===== src/rtl/result_buffer_arbiter_if.sv =====
// result_buffer_arbiter_if
// Groups the signals of result_buffer_arbiter that cross the block boundary.
//   writer side : req, wdata0..2 in; gnt, full out
//   RAM side    : ram_addr, ram_we, ram_wdata out; ram_rdata in (registered RAM)
//   host side   : chipselect, read, address in; readdata, waitrequest out
// slave modport is the block itself; master is everything around it.
interface result_buffer_arbiter_if #(
    parameter int AW = 10
);
    logic [2:0]    req;
    logic [7:0]    wdata0;
    logic [7:0]    wdata1;
    logic [7:0]    wdata2;
    logic [2:0]    gnt;
    logic [2:0]    full;

    logic [AW+1:0] ram_addr;
    logic          ram_we;
    logic [7:0]    ram_wdata;
    logic [7:0]    ram_rdata;

    logic          chipselect;
    logic          read;
    logic [2:0]    address;
    logic [7:0]    readdata;
    logic          waitrequest;

    modport slave (
        input  req, wdata0, wdata1, wdata2, ram_rdata, chipselect, read, address,
        output gnt, full, ram_addr, ram_we, ram_wdata, readdata, waitrequest
    );

    modport master (
        output req, wdata0, wdata1, wdata2, ram_rdata, chipselect, read, address,
        input  gnt, full, ram_addr, ram_we, ram_wdata, readdata, waitrequest
    );
endinterface


===== src/rtl/result_buffer_arbiter.sv =====
// result_buffer_arbiter
// Shares one single-port result RAM between three writers and a host read port.
// Each writer owns a circular region of DEPTH bytes at ram_addr = {chan, ptr}.
// Writers arbitrate round-robin; a host pop that needs the RAM takes priority.
// Ports:
//   clk     : system clock, posedge
//   reset_n : asynchronous active-low reset
//   bus     : writer / RAM / host signals (result_buffer_arbiter_if.slave)
// Host registers: 0..2 pop chan, 3 status {2'b0,full,empty},
//                 4..6 count (saturated to 255), 7 constant 8'hFC.
module result_buffer_arbiter #(
    parameter int DEPTH = 1024,
    parameter int AW    = $clog2(DEPTH)
) (
    input  logic                    clk,
    input  logic                    reset_n,
    result_buffer_arbiter_if.slave  bus
);
    typedef enum logic [1:0] {IDLE, CAPTURE, RESP} state_t;

    localparam logic [AW:0] FULL_CNT = (AW+1)'(DEPTH);

    state_t       state;
    logic [AW-1:0] wr_ptr [3];
    logic [AW-1:0] rd_ptr [3];
    logic [AW:0]   count  [3];
    logic [1:0]    last_gnt;
    logic [1:0]    pop_ch;
    logic          pop_pend;   // current host transaction is a real pop
    logic [7:0]    readdata_q;

    logic [2:0]    empty;
    logic [2:0]    full_w;
    logic          host_req;
    logic          is_pop;
    logic [1:0]    sel;
    logic          pop_issue;
    logic          pop_done;
    logic [2:0]    elig;
    logic [1:0]    rr_start;
    logic [2:0]    cand;
    logic          any;
    logic [1:0]    win;
    logic [2:0]    gnt;
    logic [7:0]    reg_val;

    function automatic logic [7:0] sat8(input logic [AW:0] v);
        if (32'(v) > 32'd255) return 8'hFF;
        return 8'(v);
    endfunction

    always_comb begin
        for (int c = 0; c < 3; c++) begin
            empty[c]  = (count[c] == '0);
            full_w[c] = (count[c] == FULL_CNT);
        end
    end

    assign host_req  = bus.chipselect & bus.read;
    assign is_pop    = (bus.address <= 3'd2);
    assign sel       = bus.address[1:0];
    // Only a pop of a non-empty channel needs the RAM; empty pops are
    // answered from the register path.
    assign pop_issue = (state == IDLE) && host_req && is_pop && !empty[sel];
    assign pop_done  = (state == RESP) && pop_pend;

    // Round-robin search starting one past the last winner. Arbitration is
    // only blocked in the single cycle the pop address owns the RAM.
    always_comb begin
        elig     = pop_issue ? 3'b000 : (bus.req & ~full_w);
        rr_start = (last_gnt == 2'd2) ? 2'd0 : last_gnt + 2'd1;
        cand     = 3'd0;
        any      = 1'b0;
        win      = 2'd0;
        for (int i = 0; i < 3; i++) begin
            cand = {1'b0, rr_start} + 3'(i);
            if (cand > 3'd2) cand = cand - 3'd3;
            if (!any && elig[cand[1:0]]) begin
                any = 1'b1;
                win = cand[1:0];
            end
        end
        gnt = any ? (3'b001 << win) : 3'b000;
    end

    always_comb begin
        bus.ram_addr  = '0;
        bus.ram_we    = 1'b0;
        bus.ram_wdata = 8'h00;
        if (pop_issue) begin
            bus.ram_addr = {sel, rd_ptr[sel]};
        end else if (any) begin
            bus.ram_we   = 1'b1;
            bus.ram_addr = {win, wr_ptr[win]};
            case (win)
                2'd0:    bus.ram_wdata = bus.wdata0;
                2'd1:    bus.ram_wdata = bus.wdata1;
                default: bus.ram_wdata = bus.wdata2;
            endcase
        end
    end

    // Non-RAM read values; pop addresses only land here when the channel
    // is empty.
    always_comb begin
        case (bus.address)
            3'd3:    reg_val = {2'b00, full_w, empty};
            3'd4:    reg_val = sat8(count[0]);
            3'd5:    reg_val = sat8(count[1]);
            3'd6:    reg_val = sat8(count[2]);
            3'd7:    reg_val = 8'hFC;
            default: reg_val = 8'hFF;
        endcase
    end

    always_ff @(posedge clk or negedge reset_n) begin
        if (!reset_n) begin
            state      <= IDLE;
            readdata_q <= 8'h00;
            pop_ch     <= 2'd0;
            pop_pend   <= 1'b0;
            last_gnt   <= 2'd2;
            for (int c = 0; c < 3; c++) begin
                wr_ptr[c] <= '0;
                rd_ptr[c] <= '0;
                count[c]  <= '0;
            end
        end else begin
            if (any) begin
                last_gnt     <= win;
                wr_ptr[win]  <= wr_ptr[win] + 1'b1;
            end
            if (pop_done)
                rd_ptr[pop_ch] <= rd_ptr[pop_ch] + 1'b1;
            // Simultaneous write and pop completion cancel out.
            for (int c = 0; c < 3; c++) begin
                case ({gnt[c], pop_done && (pop_ch == 2'(c))})
                    2'b10:   count[c] <= count[c] + 1'b1;
                    2'b01:   count[c] <= count[c] - 1'b1;
                    default: count[c] <= count[c];
                endcase
            end

            case (state)
                IDLE: begin
                    if (host_req) begin
                        if (pop_issue) begin
                            pop_ch   <= sel;
                            pop_pend <= 1'b1;
                            state    <= CAPTURE;
                        end else begin
                            readdata_q <= reg_val;
                            pop_pend   <= 1'b0;
                            state      <= RESP;
                        end
                    end
                end
                CAPTURE: begin
                    readdata_q <= bus.ram_rdata;
                    state      <= RESP;
                end
                default: begin
                    pop_pend <= 1'b0;
                    state    <= IDLE;
                end
            endcase
        end
    end

    assign bus.gnt         = gnt;
    assign bus.full        = full_w;
    assign bus.readdata    = readdata_q;
    assign bus.waitrequest = host_req && (state != RESP);
endmodule

===== src/flat_wrapper.sv =====
// flat-port wrapper written by rule: the top's interface ports become plain ports
module result_buffer_arbiter_flat 
#(
    parameter int DEPTH = 1024,
    parameter int AW    = $clog2(DEPTH)
)
  (clk, reset_n, bus_req, bus_wdata0, bus_wdata1, bus_wdata2, bus_ram_rdata, bus_chipselect, bus_read, bus_address, bus_gnt, bus_full, bus_ram_addr, bus_ram_we, bus_ram_wdata, bus_readdata, bus_waitrequest);
  result_buffer_arbiter_if #(.AW(AW)) bus_i ();
  input  logic clk;
  input  logic reset_n;
  input wire logic [$bits(bus_i.req)-1:0] bus_req;
  input wire logic [$bits(bus_i.wdata0)-1:0] bus_wdata0;
  input wire logic [$bits(bus_i.wdata1)-1:0] bus_wdata1;
  input wire logic [$bits(bus_i.wdata2)-1:0] bus_wdata2;
  input wire logic [$bits(bus_i.ram_rdata)-1:0] bus_ram_rdata;
  input wire logic [$bits(bus_i.chipselect)-1:0] bus_chipselect;
  input wire logic [$bits(bus_i.read)-1:0] bus_read;
  input wire logic [$bits(bus_i.address)-1:0] bus_address;
  output wire logic [$bits(bus_i.gnt)-1:0] bus_gnt;
  output wire logic [$bits(bus_i.full)-1:0] bus_full;
  output wire logic [$bits(bus_i.ram_addr)-1:0] bus_ram_addr;
  output wire logic [$bits(bus_i.ram_we)-1:0] bus_ram_we;
  output wire logic [$bits(bus_i.ram_wdata)-1:0] bus_ram_wdata;
  output wire logic [$bits(bus_i.readdata)-1:0] bus_readdata;
  output wire logic [$bits(bus_i.waitrequest)-1:0] bus_waitrequest;
  assign bus_i.req = bus_req;
  assign bus_i.wdata0 = bus_wdata0;
  assign bus_i.wdata1 = bus_wdata1;
  assign bus_i.wdata2 = bus_wdata2;
  assign bus_i.ram_rdata = bus_ram_rdata;
  assign bus_i.chipselect = bus_chipselect;
  assign bus_i.read = bus_read;
  assign bus_i.address = bus_address;
  assign bus_gnt = bus_i.gnt;
  assign bus_full = bus_i.full;
  assign bus_ram_addr = bus_i.ram_addr;
  assign bus_ram_we = bus_i.ram_we;
  assign bus_ram_wdata = bus_i.ram_wdata;
  assign bus_readdata = bus_i.readdata;
  assign bus_waitrequest = bus_i.waitrequest;
  result_buffer_arbiter #(.DEPTH(DEPTH), .AW(AW)) u_core (.clk(clk), .reset_n(reset_n), .bus(bus_i));
endmodule

===== config.mk =====
export PLATFORM = sky130hd
export DESIGN_NAME = result_buffer_arbiter_flat
export DESIGN_NICKNAME = d
export VERILOG_FILES = /design/src/rtl/result_buffer_arbiter_if.sv /design/src/rtl/result_buffer_arbiter.sv /design/src/flat_wrapper.sv
export SDC_FILE = /design/constraint.sdc
export NUM_CORES = 1
export LEC_CHECK = 0
export CORE_UTILIZATION = 40
export CTS_CLUSTER_DIAMETER = 60
export DETAILED_ROUTE_END_ITERATION = 7
export PLACE_DENSITY = 0.67
export SLEW_MARGIN = 20
export SYNTH_ARGS = -nofsm -noshare
export SYNTH_HDL_FRONTEND = slang
export SYNTH_SLANG_ARGS = --single-unit

===== constraint.sdc =====
create_clock -name clk -period 6.5 [get_ports clk]
set_clock_uncertainty 0.05 [all_clocks]
set_input_delay 1.3 -clock clk [delete_from_list [all_inputs] [get_ports clk]]
set_output_delay 1.3 -clock clk [all_outputs]
set_load 0.01 [all_outputs]

== Yosys cells after proc, flatten, opt, wreduce, memory -nomap -nowiden ==
Index checks and enable logic that the tools add are counted.
Widths: inputs -> output; s select.

* Memories kept: 0
* Latch bits: 0
* Input port bits: 42
* Register bits: 108
* Memory bits (writable): 0
* Memory bits (read-only): 0
* Output and inout bits: 36
* Logic and storage cells: 170

* Reduce and logical (&&, ||, !) cells: 28
* Bitwise operators: 7
* Multipliers: 0
* Multiplexer cells: 67
* Order comparisons: 16
* Shift-type cells: 1
* Divide/modulo/power cells: 0
* Add/subtract/negate cells: 14
* Equal/unequal tests: 23

{| class="wikitable"
|+ Operator list
! operator !! count
|-
| $mux 10 || 8
|-
| $mux 8 || 10
|-
| $pmux 11 s2 || 3
|-
| $bmux 10 s2 || 3
|-
| $bwmux 30 || 2
|-
| $demux 10 s2 || 2
|-
| $pmux 8 s5 || 1
|-
| $add 11x1->11 const B || 3
|-
| $eq 11x11->1 const B || 3
|-
| $gt 11x8->1 const B || 3
|-
| $logic_not 11->1 || 3
|-
| $sub 11x1->11 const B || 3
|-
| $pmux 8 s2 || 2
|-
| $mux 12 || 2
|-
| $add 10x1->10 const B || 2
|-
| $mux 2 || 9
|-
| $mux 1 || 17
|-
| $eq 2x1->1 const B || 6
|-
| $eq 2x2->1 const B || 6
|-
| $eq 3x3->1 const B || 4
|-
| $logic_and 1x1->1 || 12
|-
| $lt 2x3->1 const B || 4
|-
| $ge 3x3->1 const B || 3
|-
| $not 2->3 || 3
|-
| other kinds (25) || 42
|}

== Logic depth before layout (Yosys ltp) ==
Gate-level depths: netlist of run 1.

* Depth in word-level cells: 21
* Mapped depth: 21
* Mapped depth without buffers: 18

== Worst setup path after synthesis of run 1 ==
No wires, ideal clock.

* Path type: input -> register
* Start point: input bus_address[0]
* End point: register u_core.count[32] in the netlist's numbering
* Required time: 6.363 ns
* Buffers on the path: 3
* Stages on the path: 20
* Path slack: 0.892 ns
* Arrival: 5.472 ns
* Setup time: 0.087 ns
* Path through: clkbuf_1 > a31oi_1 > o21a_1 > or2b_4 > buf_6 > o21ai_1 > inv_1 > nand2_1 > buf_2 > ha_1 > ha_1 > a21o_1 > a21oi_1 > o21bai_1 > a21oi_1 > o21bai_1 > a21oi_1 > o21ai_0 > or4b_2 > o211ai_1

* Word-level cells in the longest chain between the ends: 18
* Elaborated cells on any way between the ends: 29
* Those cells by class: order compare (1); eq/ne (2); shift (1); mux (17); reduce/logical (8)

{| class="wikitable"
|+ RTL lines
! item !! line !! text
|-
| start: declaration || flat_wrapper.sv:18 || <nowiki>input wire logic [$bits(bus_i.address)-1:0] bus_address;</nowiki>
|-
| $bmux 1 s2 || result_buffer_arbiter.sv:64 || <nowiki>assign pop_issue = (state == IDLE) && host_req && is_pop && !empty[sel];</nowiki>
|-
| $mux 1 (not written as such) || result_buffer_arbiter.sv:64 ||
|-
| $logic_not 1->1 || result_buffer_arbiter.sv:64 ||
|-
| $logic_and 1x1->1 * || result_buffer_arbiter.sv:64 ||
|-
| $mux 3 * || result_buffer_arbiter.sv:70 || <nowiki>elig = pop_issue ? 3'b000 : (bus.req & ~full_w);</nowiki>
|-
| $bmux 1 s2 || result_buffer_arbiter.sv:78 || <nowiki>if (!any && elig[cand[1:0]]) begin</nowiki>
|-
| $mux 1 (not written as such) || result_buffer_arbiter.sv:78 ||
|-
| $mux 1 || result_buffer_arbiter.sv:78 ||
|-
| [... 2 more ...] || n/a ||
|-
| $mux 1 || result_buffer_arbiter.sv:78 ||
|-
| $logic_not 1->1 || result_buffer_arbiter.sv:78 ||
|-
| $logic_and 1x1->1 || result_buffer_arbiter.sv:78 ||
|-
| $mux 2 || result_buffer_arbiter.sv:78 ||
|-
| $shl 1x2->3 || result_buffer_arbiter.sv:83 || <nowiki>gnt = any ? (3'b001 << win) : 3'b000;</nowiki>
|-
| $mux 3 * || result_buffer_arbiter.sv:83 ||
|-
| $eq 2x1->1 or $eq 2x2->1 (tied branches) || result_buffer_arbiter.sv:137 || <nowiki>case ({gnt[c], pop_done && (pop_ch == 2'(c))})</nowiki>
|-
| $pmux 11 s2 or $reduce_bool 2->1 (tied branches) || n/a ||
|-
| end signal: indexed assignment || result_buffer_arbiter.sv:138 || <nowiki>2'b10: count[c] <= count[c] + 1'b1;</nowiki>
|-
| end signal: indexed assignment || result_buffer_arbiter.sv:139 || <nowiki>2'b01: count[c] <= count[c] - 1'b1;</nowiki>
|-
| end signal: indexed assignment || result_buffer_arbiter.sv:140 || <nowiki>default: count[c] <= count[c];</nowiki>
|-
| end: declaration || result_buffer_arbiter.sv:26 || <nowiki>logic [AW:0] count [3];</nowiki>
|}

Every way passes the cells marked *; elsewhere a longest branch is shown, timed or not. The select of a mux whose other input is x is not followed.
A chain may end at the register's enable or synchronous reset.

== Worst setup path after layout of run 1 ==
* Start point: input bus_read
* End point: output bus_ram_addr[1]

* Word-level cells in the longest chain between the ends: 20
* Elaborated cells on any way between the ends: 27
* Those cells by class: mux (18); bitwise (2); reduce/logical (7)

{| class="wikitable"
|+ RTL lines
! item !! line !! text
|-
| start: declaration || flat_wrapper.sv:17 || <nowiki>input wire logic [$bits(bus_i.read)-1:0] bus_read;</nowiki>
|-
| $and 1x1->1 * || result_buffer_arbiter.sv:59 || <nowiki>assign host_req = bus.chipselect & bus.read;</nowiki>
|-
| $logic_and 1x1->1 * (3 in series) || result_buffer_arbiter.sv:64 ||
|-
| $mux 3 || result_buffer_arbiter.sv:70 ||
|-
| $bmux 1 s2 || result_buffer_arbiter.sv:78 ||
|-
| $mux 1 (not written as such) || result_buffer_arbiter.sv:78 ||
|-
| $mux 1 || result_buffer_arbiter.sv:78 ||
|-
| $logic_not 1->1 || result_buffer_arbiter.sv:78 ||
|-
| $logic_and 1x1->1 || result_buffer_arbiter.sv:78 ||
|-
| $mux 1 || result_buffer_arbiter.sv:78 ||
|-
| $logic_not 1->1 || result_buffer_arbiter.sv:78 ||
|-
| $logic_and 1x1->1 || result_buffer_arbiter.sv:78 ||
|-
| $mux 2 || result_buffer_arbiter.sv:78 ||
|-
| $not 2->3 (not written as such) || result_buffer_arbiter.sv:94 || <nowiki>bus.ram_addr = {win, wr_ptr[win]};</nowiki>
|-
| $bmux 10 s2 || result_buffer_arbiter.sv:94 ||
|-
| $mux 10 (not written as such) (2 in series) || result_buffer_arbiter.sv:94 ||
|-
| $mux 12 || result_buffer_arbiter.sv:92 || <nowiki>end else if (any) begin</nowiki>
|-
| $mux 12 * || result_buffer_arbiter.sv:90 || <nowiki>if (pop_issue) begin</nowiki>
|-
| end: declaration || flat_wrapper.sv:21 || <nowiki>output wire logic [$bits(bus_i.ram_addr)-1:0] bus_ram_addr;</nowiki>
|}

Marked as above.

==> flow_metrics.tcl, run 1 <==
set metrics [dict create \
    cts-buffers-inserted 9 \
    cp_max_fo 23 \
    cts_resized 0 \
    ys_ff_latch 108 \
    cts_tree "built" \
    worstSetupEndpointType "primary output" \
    synthCells 802 \
    seqPwrFrac_pct 38.2 \
    antenna_found_initial 0 \
    layout-drive-gt1-share_pct 12.8 \
    cts.sinks 108 \
    hold_buffers 0 \
    synth_warnings 0 \
    port_buffers 77 \
    max_slew_margin_pct 35.5 \
    intPower_w 0.00169 \
    arrival_ns 4.28 \
    cp-start-kind "input port" \
    clk_latency_ns 0.36 \
    dr.pass1.iters 5 \
    final_antenna_net_count 0 \
    grt_pass1_vias 5935 \
    clk_pin_slew_ns 0.07 \
    max_clock_freq_ghz 0.177 \
    grt_pass1_wl_mm 30.6 \
    swShare_pct 39.4 \
    rsz0062_at_grt "false" \
    cap_violations 0 \
    power_w 0.00279 \
    synth_cell_types 69 \
    initial_core_util_pct 41.5 \
    setup_viol 0 \
    fillers 1662 \
    insertedDiodeCount 0 \
    synth-edff-count 0 \
    combPwrFrac_pct 40.9 \
    p_per_area_nw_per_um2 324 \
    min-delay-path-class "reg2reg" \
    async_flop_share_pct 100 \
    wl_mm 18.6 \
    die_h_um 137 \
    core_um2 17500 \
    switchingPower_w 0.00110 \
    rows 48 \
    fin_setup_tns_ns 0 \
    grt_max_degree 68 \
    r2r_setup_slack_ns 1.17 \
    critical_path_class "in2out" \
    h-tree-depth 3 \
    final_cell_mix "dfrtp_1, nand2_1, o21ai_0" \
    hpwl_mm 13.5 \
    tightest_slew_ns 0.964 \
    synth_top_flop_cell "dfrtp_1" \
    dieArea_um2 18700 \
    critPathMaxStageDelay_ns 0.61 \
    p_leak_nw 3.79 \
    p_clk_share_pct 20.8 \
    grt_overflow 0 \
    gp_congestion 0.876 \
    num_vias 6076 \
    ios 78 \
    period_minus_slack_ns 5.63 \
    postCtsSetupBuffers 0 \
    drc 0 \
    cp_data_required_time_ns 5.15 \
    area_growth_syn_to_layout_pct 18.3 \
    grt_use_total_pct 20.9 \
    layout.cells.most_common "dfrtp_1" \
    finalCritPeriodShare_pct 86.7 \
    peakVddDrop_mv 0.233 \
    seq_area_frac_synth_pct 37.1 \
    crit_chain "clkdlybuf4s50_1 > nand2_1 > nor4_1 > o21a_1 > or2b_4 > inv_2 > o21ai_0 > nand2_1 > nand2_1 > o21ai_0 > clkdlybuf4s50_1" \
    finalHoldViolations 0 \
    avgSynthCellArea_um2 9.08 \
    wl_per_cell_um 16.9 \
    finalMaxSlewViolations 0 \
    layout.nets 946 \
    crit_slowest_cell "clkdlybuf4s50_1" \
    mappedNetlistNets 879 \
    fp.dieW_um 137 \
    status "complete, no violations" \
    netlist_area_um2 7280 \
    cpMostUsedCell "nand2_1" \
    clk_path_buf_depth 2 \
    detail_route.iter0.violations 457 \
    cts_root_buf "clkbuf_16" \
    viasPerCell 5.53 \
]
flip-flops by register name, summed over array words and instances, names as in the netlist:
name,flops
u_core.bus.readdata,8
u_core.state,2
u_core.wr_ptr,30
u_core.pop_pend,1
u_core.pop_ch,2
u_core.count,33
u_core.rd_ptr,30
u_core.last_gnt,2
layer usage:
layer	vias up	wire [um]	GRT usage, %
met3	15	582	3.78
met4	0	255	5.07
li1	3022	-	-
met2	102	8690	33.1
met1	2937	9070	29.5
met5	-	0	0
per-stage QoR:
| step | util (%) | cell area, um^2 | cells | hold slack [ns] | setup WS, ns |
|---|---|---|---|---|---|
| after floorplan | - | 7280 | 802 | 0.389 | 0.892 |
| after global placement | 47.3 | 8300 | 1083 | 0.405 | 0.767 |
| after detailed placement | 47.3 | 8300 | 1083 | 0.409 | 0.654 |
| after CTS | 49.1 | 8600 | 1098 | 0.429 | 0.883 |
| after global routing | 49.1 | 8610 | 1098 | 0.433 | 0.474 |
| final | 49.1 | 8610 | 1098 | 0.425 | 0.866 |
cell usage after synthesis, types with 12 or more instances:
cell type / instances / area share, %
dfrtp_1: 107 / 37
nand2_1: 94 / 4.8
o21ai_0: 79 / 5.4
nor2_1: 50 / 2.6
mux2_2: 49 / 7.6
a21oi_1: 46 / 3.2
inv_1: 43 / 2.2
xnor2_1: 34 / 4.1
ha_1: 32 / 5.5
clkbuf_1: 30 / 1.5
mux2i_1: 22 / 3.0
nand3_1: 16 / 1.1
a22oi_1: 13 / 1.3
nor3_1: 13 / 0.89
o21bai_1: 12 / 1.2
logic make-up after synthesis:
| group | count (synthesis) | synth area share, % |
|---|---|---|
| adder cells (fa/ha/maj) | 35 | 6.33 |
| AO/OA/AOI/OAI | 231 | 21.1 |
| AND/OR/NAND/NOR | 233 | 15.6 |
| multiplexers | 71 | 10.6 |
| XOR/XNOR | 37 | 4.45 |
| buffers and inverters | 87 | 4.74 |
| flip-flops | 108 | 37.1 |
layout make-up:
cell class              instances  area [um^2]  area share, %
inverters                      48          180           2.09
repair buffers                 95          903           10.5
well taps                     225          282           3.27
clock inverters                 6         81.3          0.945
clock buffers                   9          225           2.62
multi-input cells             607         4230           49.2
flip-flops and latches        108         2700           31.4
path summary, 6_finish.rpt:
kind	start	to	depth (start not counted)
hold reg to reg	u_core.wr_ptr[0]	u_core.wr_ptr[0]	1
hold / removal	u_core.wr_ptr[0]	u_core.wr_ptr[0]	1
setup / recovery	bus_read	bus_ram_addr[1]	11
setup reg to reg	u_core.count[29]	u_core.count[32]	18
min in group asynchronous	reset_n	u_core.count[8]	1
max in group asynchronous	reset_n	u_core.wr_ptr[9]	2
worst max-delay path: cells and delay by family:
kind / cells / cell delay [ns]
buf+inv: 3 / 1.48
simple gates: 5 / 0.96
compound gates: 3 / 0.53
power by group through the flow:
stage | Clock [W] | Sequential (W) | Combinational [W]
2_1_floorplan | 0 | 0.00101 | 0.000812
5_1_grt | 0.000621 | 0.00110 | 0.00127
6_report | 0.000581 | 0.00107 | 0.00114
4_1_cts | 0.000595 | 0.00107 | 0.00114
3_3_place_gp | 0 | 0.00107 | 0.00112
3_5_place_dp | 0 | 0.00108 | 0.00114
Note: power is estimated with default switching activity, not from simulation.
==> run 2, diff against run 1 <==
==> constraint.sdc (replaced) <==
create_clock -name clk -period 6.1 [get_ports clk]
set_clock_uncertainty 0.05 [all_clocks]
set_input_delay 1.22 -clock clk [delete_from_list [all_inputs] [get_ports clk]]
set_output_delay 1.22 -clock clk [all_outputs]
set_load 0.01 [all_outputs]
==> run 2 against run 1 <==
Wire length decreased by 0.19%. Combinational power rose by 6%. Sequential power grew 7%. Sequential share of layout area decreased by 0.14 points. Largest power group unchanged. Register-to-register slack worse by 0.51 ns. Worst hold slack better by 0.0043 ns. Via count grew 0.51%.
==> flow_metrics.tcl, run 2 (synthesized netlist as in run 1, its figures left out) <==
set metrics [dict create \
    setup_viol 0 \
    antenna_found_initial 0 \
    ios 78 \
    dp_cells 1088 \
    period_minus_slack_ns 5.62 \
    rows 48 \
    die_h_um 137 \
    arrival_ns 5.85 \
    critical_path_class "in2reg" \
    grt_overflow 0 \
    p_per_area_nw_per_um2 342 \
    finalCritPeriodShare_pct 92.2 \
    h-tree-depth 3 \
    grt_use_total_pct 21.2 \
    viasPerCell 5.53 \
    postCtsSetupBuffers 0 \
    p_leak_nw 3.81 \
    finalHoldViolations 0 \
    layout.cells.most_common "dfrtp_1" \
    dr.pass1.iters 5 \
    dieArea_um2 18700 \
    num_vias 6107 \
    place_ws_ns 0.155 \
    fin_setup_tns_ns 0 \
    clk_path_buf_depth 2 \
    timing.final.ws_setup_ns 0.477 \
    initial_core_util_pct 41.5 \
    fp.dieW_um 137 \
    clk_pin_slew_ns 0.07 \
    insertedDiodeCount 0 \
    placed_area_um2 8340 \
    core_um2 17500 \
    cts.sinks 108 \
    hpwl_mm 13.7 \
    grt_max_degree 79 \
    max_clock_freq_ghz 0.178 \
    tightest_slew_ns 0.759 \
    grt_pass1_wl_mm 30.8 \
    final_antenna_net_count 0 \
    fin_area_um2 8650 \
    port_buffers 77 \
    clk_latency_ns 0.36 \
    final_cell_mix "dfrtp_1, nand2_1, o21ai_0" \
    gp_congestion 0.869 \
    finalMaxSlewViolations 0 \
    layout-drive-gt1-share_pct 13.4 \
    cp-start-kind "input port" \
    area_growth_syn_to_layout_pct 18.8 \
    cts-buffers-inserted 9 \
    wl_per_cell_um 16.8 \
    layout.nets 951 \
    crit_slowest_cell "or4b_2" \
    cts_resized 0 \
    final_cells 1104 \
    rsz0062_at_grt "false" \
    drc 0 \
    status "complete, no violations" \
    hold_buffers 0 \
    wl_mm 18.6 \
    cts_tree "built" \
    crit_chain "clkdlybuf4s50_1 > nand2_1 > nor4_1 > o21a_1 > or2b_4 > o21ai_1 > inv_1 > nand2_1 > ha_1 > ha_1 > a21o_1 > a21oi_1 > o21bai_1 > a21oi_1 > o21bai_1 > a21oi_1 > o21ai_0 > or4b_2 > o211ai_1" \
    peakVddDrop_mv 0.190 \
    max_flop_register "u_core.count" \
    grt_pass1_vias 5989 \
    holdWs_ns 0.429 \
    worstSetupEndpointType "flop" \
    cts_root_buf "clkbuf_16" \
    cpMostUsedCell "a21oi_1" \
    cp_data_required_time_ns 6.33 \
    min-delay-path-class "reg2reg" \
    critPathMaxStageDelay_ns 0.63 \
    largest_register_ffs 33 \
    max_slew_margin_pct 49.3 \
    cp_max_fo 23 \
    fillers 1703 \
    reg_top3 "u_core.count: 33 flops, u_core.rd_ptr: 30 flops, u_core.wr_ptr: 30 flops" \
    cap_violations 0 \
    detail_route.iter0.violations 386 \
]
run 2: cell count changes in the layout (fill, tap and decap cells not counted):
cell | previous run | this run
buf_4 | 19 | 23
inv_8 | 0 | 2
clkinvlp_4 | 0 | 1
clkbuf_8 | 0 | 1
bufinv_16 | 1 | 0
buf_6 | 0 | 1
clkinv_4 | 1 | 0
inv_6 | 3 | 2
run 2: layout make-up:
cell class	count	area, um^2	share of cell area (%)
tap	225	282	3.26
multi-input combinational	607	4230	49.0
timing repair buffer	100	945	10.9
sequential	108	2700	31.3
clock buffer	10	239	2.76
clock inverter	6	63.8	0.738
inverter	48	180	2.08
run 2: per-layer routing:
layer,global-route usage [%],share of wire [%],up-vias
met5,0,0,-
met4,5.31,1.5,0
met3,3.89,3.0,18
met2,33.8,47,82
met1,29.5,48,2975
li1,-,-,3032
run 2: metrics by stage:
step           power, W  util, %
3_5_place_dp    0.00236     47.5
5_1_grt         0.00317     49.3
4_1_cts         0.00297     49.3
6_report        0.00295     49.3
2_1_floorplan   0.00194        -
3_3_place_gp    0.00234     47.5
run 2: power breakdown:
group / switching (W) / internal [W] / total [W]
combinational: 0.000644 / 0.000567 / 0.00121
clock: 0.000299 / 0.000301 / 0.000600
sequential: 0.000231 / 0.000913 / 0.00114
run 2: critical path, delay by kind of cell:
| kind | cells | cell delay, ns |
|---|---|---|
| compound gates | 10 | 1.67 |
| buf+inv | 2 | 0.68 |
| fa+ha+maj | 2 | 0.75 |
| simple gates | 5 | 1.52 |
run 2: path summary, 6_finish.rpt:
kind	end	cells after the start	from	slack (ns)
setup / recovery	u_core.count[32]	19	bus_chipselect	0.48
setup reg to reg	u_core.count[32]	18	u_core.count[16]	0.66
max in group asynchronous	u_core.bus.readdata[0]	2	reset_n	4.31
hold / removal	u_core.wr_ptr[10]	1	u_core.wr_ptr[10]	0.43
hold reg to reg	u_core.wr_ptr[10]	1	u_core.wr_ptr[10]	0.43
min in group asynchronous	u_core.count[17]	1	reset_n	0.82
==> run 3, diff against run 2 <==
--- a/config.mk
+++ b/config.mk
@@ -6,6 +6,7 @@
 export NUM_CORES = 1
 export LEC_CHECK = 0
 export CORE_UTILIZATION = 40
+export CTS_BUF_LIST = sky130_fd_sc_hd__clkbuf_4
 export CTS_CLUSTER_DIAMETER = 60
 export DETAILED_ROUTE_END_ITERATION = 7
 export PLACE_DENSITY = 0.67
==> run 3 against run 2 <==
Flip-flop and latch count unchanged. Largest cell class unchanged. Clock power fell by 39%. Die area did not move. First-iteration DRC count increased by 1.6%. Critical path type unchanged. Worst setup slack improved by 0.14 ns. Power fell by 8.0%. Register-to-register slack got worse by 0.03 ns. Wire length shrank 0.75%. Global-route usage down 0.21 points.
==> flow_metrics.tcl, run 3 (synthesized netlist as in run 1, its figures left out) <==
set metrics [dict create \
    switchingPower_w 0.00115 \
    rows 48 \
    h-tree-depth 3 \
    initial_core_util_pct 41.5 \
    grt_use_total_pct 21.0 \
    grt_max_degree 79 \
    cts_tree "built" \
    postCtsSetupBuffers 0 \
    layout.cells.most_common "dfrtp_1" \
    cp_max_fo 23 \
    fp.dieW_um 137 \
    cap_violations 0 \
    p_clk_share_pct 13.5 \
    p_leak_nw 3.73 \
    wl_mm 18.4 \
    max_slew_margin_pct 49.2 \
    critical_path_class "in2reg" \
    timing.final.ws_setup_ns 0.621 \
    post-route-util_pct 48.4 \
    viasPerCell 5.51 \
    grt_pass1_wl_mm 30.6 \
    grt_overflow 0 \
    final_antenna_net_count 0 \
    intPower_w 0.00157 \
    cts-buffers-inserted 9 \
    cts.sinks 108 \
    final_cells 1105 \
    fin_setup_tns_ns 0 \
    wl_per_cell_um 16.7 \
    cts_root_buf "clkbuf_4" \
    core_um2 17500 \
    largest_register_ffs 33 \
    area_growth_syn_to_layout_pct 16.5 \
    max_clock_freq_ghz 0.183 \
    cts_resized 0 \
    regArea_um2 2700 \
    port_buffers 77 \
    final_cell_mix "dfrtp_1, nand2_1, o21ai_0" \
    rsz0062_at_grt "false" \
    hpwl_mm 13.7 \
    seqPwrFrac_pct 42.0 \
    layout.nets 951 \
    antenna_found_initial 1 \
    worstSetupEndpointType "flop" \
    status "complete, no violations" \
    max_flop_register "u_core.count" \
    reg_top3 "u_core.count: 33 flops, u_core.rd_ptr: 30 flops, u_core.wr_ptr: 30 flops" \
    period_minus_slack_ns 5.48 \
    layout-drive-gt1-share_pct 13.3 \
    drc 0 \
    dr.pass1.iters 5 \
    dp_cells 1088 \
    clk_path_buf_depth 2 \
    ios 78 \
    finalHoldViolations 0 \
    min-delay-path-class "reg2reg" \
    cp_data_required_time_ns 6.48 \
    gp_congestion 0.869 \
    clk_pin_slew_ns 0.17 \
    arrival_ns 5.86 \
    p_per_area_nw_per_um2 320 \
    grt_pass1_vias 5960 \
    setup_viol 0 \
    detail_route.iter0.violations 392 \
    multi_input_area_um2 4230 \
    finalMaxSlewViolations 0 \
    peakVddDrop_mv 0.153 \
    crit_slowest_cell "or4b_2" \
    combPwrFrac_pct 44.5 \
    cpMostUsedCell "a21oi_1" \
    finalCritPeriodShare_pct 89.8 \
    dieArea_um2 18700 \
    clk_latency_ns 0.51 \
    critPathMaxStageDelay_ns 0.63 \
    crit_chain "clkdlybuf4s50_1 > o31a_1 > nor3_4 > or2b_4 > o21ai_1 > inv_1 > nand2_1 > ha_1 > fa_1 > a21o_1 > a21oi_1 > o21bai_1 > a21oi_1 > o21bai_1 > a21oi_1 > o21ai_0 > or4b_2 > o211ai_1" \
    swShare_pct 42.2 \
    cp-start-kind "input port" \
    tightest_slew_ns 0.760 \
    die_h_um 137 \
    fillers 1714 \
    hold_buffers 0 \
    place_ws_ns 0.155 \
    num_vias 6094 \
]
[run 3: critical path: cells and delay by family]
family	cells	cell delay [ns]
buf+inv	2	0.75
fa+ha+maj	2	0.80
compound gates	10	1.68
simple gates	4	1.40
[run 3: stage by stage]
stage	total power, W	cell area [um^2]	hold WS [ns]
6_report	0.00272	8480	0.440
5_1_grt	0.00293	8480	0.456
4_1_cts	0.00273	8470	0.444
3_5_place_dp	0.00236	8340	0.417
3_3_place_gp	0.00234	8340	0.405
2_1_floorplan	0.00194	7280	0.389
[run 3: power groups by stage]
stage | clock, W | sequential [W] | combinational [W]
5_1_grt | 0.000407 | 0.00117 | 0.00135
3_3_place_gp | 0 | 0.00114 | 0.00119
3_5_place_dp | 0 | 0.00115 | 0.00121
6_report | 0.000367 | 0.00114 | 0.00121
4_1_cts | 0.000383 | 0.00114 | 0.00121
2_1_floorplan | 0 | 0.00107 | 0.000866
[run 3: metal layers]
metal | vias up | routed length (um) | track usage [%]
li1 | 3034 | - | -
met1 | 2950 | 8960 | 29.2
met2 | 91 | 8630 | 33.7
met3 | 19 | 549 | 3.70
met4 | 0 | 295 | 5.13
met5 | - | 0 | 0
[run 3: final timing paths]
kind	from	end	slack [ns]	cells past startpoint
worst max-delay path	bus_address[0]	u_core.count[32]	0.62	18
worst max register to register	u_core.count[16]	u_core.count[32]	0.63	18
worst min register to register	u_core.wr_ptr[10]	u_core.wr_ptr[10]	0.44	1
max in group asynchronous	reset_n	u_core.bus.readdata[0]	4.47	2
worst min-delay path	u_core.wr_ptr[10]	u_core.wr_ptr[10]	0.44	1
min in group asynchronous	reset_n	u_core.count[17]	0.65	1
[run 3: layout make-up]
cell class	instances	area share, %
sequential	108	31.9
multi-input combinational	607	49.9
clock buffer	9	0.797
inverter	48	2.12
tap	225	3.32
antenna	1	0.0295
timing repair buffer	100	11.1
clock inverter	7	0.797
